**src/rtl/outstream_pkg.sv**
```systemverilog
// rtl/outstream_pkg.sv - shared types and constants for the output-memory UART streamer
// OUTSTREAM_PARITY_EN adds the PARITY state to the sequencer enum.
package outstream_pkg;

    localparam int UART_DATA_BITS       = 8;
    localparam int DEFAULT_CLKS_PER_BIT = 434;

    typedef enum logic [2:0] {
        ST_IDLE,
        ST_FETCH,
        ST_LATCH,
        ST_START,
        ST_DATA,
`ifdef OUTSTREAM_PARITY_EN
        ST_PARITY,
`endif
        ST_STOP,
        ST_DONE
    } state_t;

endpackage

```
**src/rtl/baud_tick.sv**
```systemverilog
// rtl/baud_tick.sv - bit-period down-counter; tick marks the last cycle of each UART bit
module baud_tick
    import outstream_pkg::*;
#(
    parameter int CLKS_PER_BIT = DEFAULT_CLKS_PER_BIT
) (
    input  logic clk,
    input  logic reset,
    input  logic clear,
    output logic tick
);

    localparam int CNT_W = (CLKS_PER_BIT > 1) ? $clog2(CLKS_PER_BIT) : 1;
    localparam logic [CNT_W-1:0] RELOAD = CNT_W'(CLKS_PER_BIT - 1);

    logic [CNT_W-1:0] cnt;

    // clear realigns the bit period to a state entry
    always_ff @(posedge clk) begin
        if (reset) begin
            cnt <= '0;
        end else if (clear || cnt == '0) begin
            cnt <= RELOAD;
        end else begin
            cnt <= cnt - CNT_W'(1);
        end
    end

    assign tick = (cnt == '0);

endmodule

```
**src/rtl/outmem_uart_streamer.sv**
```systemverilog
// rtl/outmem_uart_streamer.sv - reads N words from output memory and streams their low bytes over UART
// OUTSTREAM_PARITY_EN selects 8E1 framing instead of the default 8N1.
module outmem_uart_streamer
    import outstream_pkg::*;
#(
    parameter int CLKS_PER_BIT   = DEFAULT_CLKS_PER_BIT,
    parameter int ADDR_W         = 8,
    parameter int BYTES_PER_WORD = 1
) (
    input  logic              clk,
    input  logic              reset,
    input  logic              start,
    input  logic [ADDR_W:0]   word_count,
    output logic [ADDR_W-1:0] mem_addr,
    input  logic [31:0]       mem_rdata,
    output logic              busy,
    output logic              done,
    output logic              tx
);

    localparam int DEPTH = 2 ** ADDR_W;
    localparam logic [ADDR_W:0] DEPTH_CNT = (ADDR_W + 1)'(DEPTH);
    localparam logic [1:0] LAST_BYTE = 2'(BYTES_PER_WORD - 1);
    localparam logic [2:0] LAST_BIT  = 3'(UART_DATA_BITS - 1);

    state_t          state;
    state_t          state_next;
    logic [ADDR_W:0] count_q;
    logic [31:0]     word_buf;
    logic [1:0]      byte_idx;
    logic [2:0]      bit_idx;
    logic [7:0]      cur_byte;
    logic            last_byte;
    logic            last_word;
    logic            tick;
    logic            baud_clear;

    assign cur_byte   = word_buf[{byte_idx, 3'b000} +: 8];
    assign last_byte  = (byte_idx == LAST_BYTE);
    assign last_word  = (({1'b0, mem_addr} + (ADDR_W + 1)'(1)) >= count_q);
    assign baud_clear = (state_next != state);

    baud_tick #(
        .CLKS_PER_BIT(CLKS_PER_BIT)
    ) u_baud_tick (
        .clk  (clk),
        .reset(reset),
        .clear(baud_clear),
        .tick (tick)
    );

    always_ff @(posedge clk) begin
        if (reset) begin
            state <= ST_IDLE;
        end else begin
            state <= state_next;
        end
    end

    always_comb begin
        state_next = state;
        case (state)
            ST_IDLE:  if (start) state_next = (word_count == '0) ? ST_DONE : ST_FETCH;
            ST_FETCH: state_next = ST_LATCH;
            ST_LATCH: state_next = ST_START;
            ST_START: if (tick) state_next = ST_DATA;
`ifdef OUTSTREAM_PARITY_EN
            ST_DATA:   if (tick && bit_idx == LAST_BIT) state_next = ST_PARITY;
            ST_PARITY: if (tick) state_next = ST_STOP;
`else
            ST_DATA:   if (tick && bit_idx == LAST_BIT) state_next = ST_STOP;
`endif
            ST_STOP: begin
                if (tick) begin
                    if (!last_byte)      state_next = ST_START;
                    else if (!last_word) state_next = ST_FETCH;
                    else                 state_next = ST_DONE;
                end
            end
            ST_DONE:  state_next = ST_IDLE;
            default:  state_next = ST_IDLE;
        endcase
    end

    always_comb begin
        tx   = 1'b1;
        busy = (state != ST_IDLE) && (state != ST_DONE);
        done = (state == ST_DONE);
        case (state)
            ST_START:  tx = 1'b0;
            ST_DATA:   tx = cur_byte[bit_idx];
`ifdef OUTSTREAM_PARITY_EN
            ST_PARITY: tx = ^cur_byte;
`endif
            default:   tx = 1'b1;
        endcase
    end

    // mem_addr only moves at word boundaries and never past the last requested word
    always_ff @(posedge clk) begin
        if (reset) begin
            count_q  <= '0;
            word_buf <= '0;
            byte_idx <= '0;
            bit_idx  <= '0;
            mem_addr <= '0;
        end else begin
            case (state)
                ST_IDLE: begin
                    if (start) begin
                        count_q  <= (word_count > DEPTH_CNT) ? DEPTH_CNT : word_count;
                        mem_addr <= '0;
                    end
                end
                ST_LATCH: begin
                    word_buf <= mem_rdata;
                    byte_idx <= '0;
                    bit_idx  <= '0;
                end
                ST_DATA: begin
                    if (tick) bit_idx <= bit_idx + 3'd1;
                end
                ST_STOP: begin
                    if (tick) begin
                        if (!last_byte)      byte_idx <= byte_idx + 2'd1;
                        else if (!last_word) mem_addr <= mem_addr + ADDR_W'(1);
                    end
                end
                default: ;
            endcase
        end
    end

endmodule
```
**config.mk**
```make
export PLATFORM = sky130hd
export DESIGN_NAME = outmem_uart_streamer
export DESIGN_NICKNAME = d
export VERILOG_FILES = /design/src/rtl/outstream_pkg.sv /design/src/rtl/baud_tick.sv /design/src/rtl/outmem_uart_streamer.sv
export SDC_FILE = /design/constraint.sdc
export NUM_CORES = 1
export LEC_CHECK = 0
export BUFFER_PORTS_ARGS = -buffer_cell sky130_fd_sc_hd__buf_4
export CAP_MARGIN = 30
export CORE_AREA = 8 8 86 88
export CTS_BUF_LIST = sky130_fd_sc_hd__clkbuf_2
export CTS_CLUSTER_DIAMETER = 60
export DETAILED_ROUTE_END_ITERATION = 12
export DIE_AREA = 0 0 94 96
export PLACE_DENSITY = 0.82
export SYNTH_ARGS = -nofsm -noshare
export SYNTH_HDL_FRONTEND = slang
export SYNTH_HIERARCHICAL = 1
export SYNTH_SLANG_ARGS = --single-unit
```
**constraint.sdc**
```tcl
create_clock -name clk -period 3.03 [get_ports clk]
set_input_delay 0.303 -clock clk [delete_from_list [all_inputs] [get_ports clk]]
set_output_delay 0.303 -clock clk [all_outputs]
set_load 0.01 [all_outputs]
```
==> out/metrics.csv <==
metric,value,unit
Synth cell types,57,
CP endpoint kind,output port,
Peak Freq,355,MHz
"Setup violations, final",0,
Final Cell Area,4220,µm²
max cap viols,0,
Root Buffer,clkbuf_2,
top sig layer,met4,
reg2reg setup slack,0.22,ns
Internal,0.00136,W
met2 WL,4270,µm
worst hold path endpoint,word_buf[11],
Buffers on Ports,54,
GRT overflow,0,
# IOs,55,
Worst-path clk slew,0.18,ns
most frequent cell after synthesis,nand2_1,
via count,3185,
"Req. time, crit path",2.73,ns
vias in the first global route,3096,
path type of the worst setup path,reg2out,
yosys warns,6,
DRT Wirelength,8440,µm
DP HPWL,5720,µm
simple-gate area share of the yosys netlist,23.6,%
Final Wtd Congestion,0.797,
status,finished clean,
first-pass GRT wire length,13900,µm
Tmin final,2.82,ns
placed cell areas,3860,µm²
max incr delay on CP,0.60,ns
ys async rst share,0,%
Synth Register Bits,66,
postcts setup bufs,0,
Worst path slowest cell,mux4_1,
compound-gate portion of the synthesized area,17.4,%
Tot GR Track Use,19.4,%
Final Hold Viols,0,
Area Growth Syn to Fin,23.0,%
Sw Ratio,28.9,%
XOR/XNOR Fraction of Synth Area,2.30,%
fin. max-slew vios,0,
RR Startpoint,mem_addr[0],
Logic pwr share,18.7,%
CP Data Arrival Time,2.52,ns
Main synth FF type,dfxtp_1,
Tcrit/Tclk final,93.0,%
Mapped Nets,466,
Clk pwr share,31.0,%
clk buf depth,2,
Lkg Pwr,1.64,nW
diode count,0,
largest net degree at the start of global routing,71,
sequential power share,50.2,%
mean number of vias per cell,5.75,
share of the synthesized area in the top cell type,38.5,%
critical path launch point type,flop,
largest family of logic cells by synthesized area,simple AND/OR/NAND/NOR gates,
initial antenna violation count,0,
met3 wire len,373,µm
"Cell Chain, Critical Path",mux4_1 -> mux4_2 -> nor3b_2 -> a211oi_1 -> buf_4,
switching power,0.000552,W
worst hold start,mem_rdata[11],
synthesized area,3430,µm²
synth cell count leaders,"nand2_1, dfxtp_1, a21oi_1",
"area leader, netlist",dfxtp_1,
drt drc,0,
site row count,29,
full die area,9020,µm²
Worst Hold Class,in2reg,
clk_skew,0.0173,ns
mux cell area share after synthesis,7.73,%
hold path cells,3,
share of cells above drive strength 1,20.3,%
Iteration-0 DRC Markers,151,
Tightest Pin Transition,0.750,ns
worst hold slack,0.0371,ns
CTS Buf Count,9,
worst-skew pair later-pin latency,0.51,ns
CTS tree,yes,
Crit Path Max Fanout,11,
Adder-Cell Fraction of Synth Area,5.47,%
first-pass iteration count of the detailed router,5,
Starting Density,56.3,%
synthesized instance count,407,
post-synthesis sequential area ratio,38.5,%
"top cells by area, synth","dfxtp_1, nand2_1, a21oi_1",
reg2reg end,state[1],
Die H,96,µm
Core Box Area,6100,µm²
number of clock sinks,66,
average cell area after synthesis,8.43,µm²
number of synthesized flops with an enable pin,0,
Max IR drop VDD,332,µV
# H-tree levels,3,
Worst slew margin,50.0,%
cell count of the worst reg-to-reg path,10,
WL/cell,15.2,µm
width of the die,94,µm
met1 wire length,3580,µm
PD cells,452,nW/µm²
Filler cells,487,
DRT antenna net count,0,
Layout Nets,531,
==> per-layer routing <==
metal | vias up | track usage (%)
met3 | 21 | 5.15
met4 | 0 | 9.51
met5 | - | 0
met1 | 1491 | 22.3
li1 | 1577 | -
met2 | 96 | 32.8
==> state kept, by name, summed over array words and instances (netlist names) <==
signal           cells
word_buf            32
count_q              9
u_baud_tick/cnt      9
mem_addr             8
bit_idx              3
state                3
byte_idx             2
==> placed cells by master (no fill, tap or decap), types with 5 or more instances in the layout <==
cell and instances:
nor3b_1 9, a31oi_1 5, mux4_1 8, nand3_1 14
ha_1 14, o21ai_0 8, nand2_1 78, o311ai_0 5
xnor2_1 7, nand2b_1 6, or2_2 5, inv_1 17
clkbuf_2 10, buf_4 58, nor3_1 6, dlygate4sd3_1 21
nor2_1 19, dfxtp_1 62, a21oi_1 56
==> power groups by stage <==
stage	Clock (W)	Sequential [W]	Combinational [W]
after floorplan	0	0.000962	0.000234
after global placement	0	0.000975	0.000318
after detailed placement	0	0.000979	0.000328
after CTS	0.000596	0.000961	0.000337
after global routing	0.000639	0.000967	0.000396
final	0.000593	0.000959	0.000358
==> worst max path at each step <==
stage,from,endpoint
after global routing,mem_addr[0],mem_addr[2]
after floorplan,mem_addr[0],mem_addr[1]
final,byte_idx[0],tx
after detailed placement,mem_addr[0],mem_addr[1]
after global placement,mem_addr[0],state[1]
after CTS,mem_addr[0],mem_addr[1]
==> cell families (layout without fill, tap and decap cells) <==
group,Yosys count,in the layout
fa+ha+maj,15,15
xor+xnor,9,9
flops,66,66
simple gates,165,165
mux,11,11
compound gates,99,99
buf+inv,42,112
==> critical path, delay by kind of cell (launching register included) <==
family	cells	cell delay, ns
and+or+nand+nor	1	0.19
muxes	2	1.09
buffers and inverters	1	0.18
AOI/OAI and AO/OA	1	0.07
DFF	1	0.49
==> repair_timing <==
action | 4_1_cts | 5_1_grt
resized for setup | 1 | 9
setup endpoints to repair | 1 | 11
hold buffers | 7 | 14
endpoints found under the hold margin | 7 | 14
==> layout make-up <==
| cell class | count | area [µm²] | share of cell area [%] |
|---|---|---|---|
| multi-input cells | 299 | 1950 | 46.2 |
| flip-flops and latches | 66 | 1330 | 31.6 |
| repair buffers | 79 | 646 | 15.3 |
| well taps | 77 | 96.3 | 2.28 |
| clock inverters | 6 | 81.3 | 1.93 |
| inverters | 17 | 63.8 | 1.51 |
| clock buffers | 10 | 50.0 | 1.19 |
==> stage by stage <==
stage                     util [%]  std cells  TNS [ns]  power [W]  setup slack, ns
after floorplan                  -        407         0    0.00120            0.303
after global placement        63.3        517         0    0.00129            0.295
after detailed placement      63.3        517         0    0.00131            0.122
after CTS                     66.6        540         0    0.00189           0.0481
after global routing          69.2        554  -0.00203    0.00200         -0.00203
final                         69.2        554         0    0.00191            0.211
Note: power is estimated with default switching activity, not from simulation.
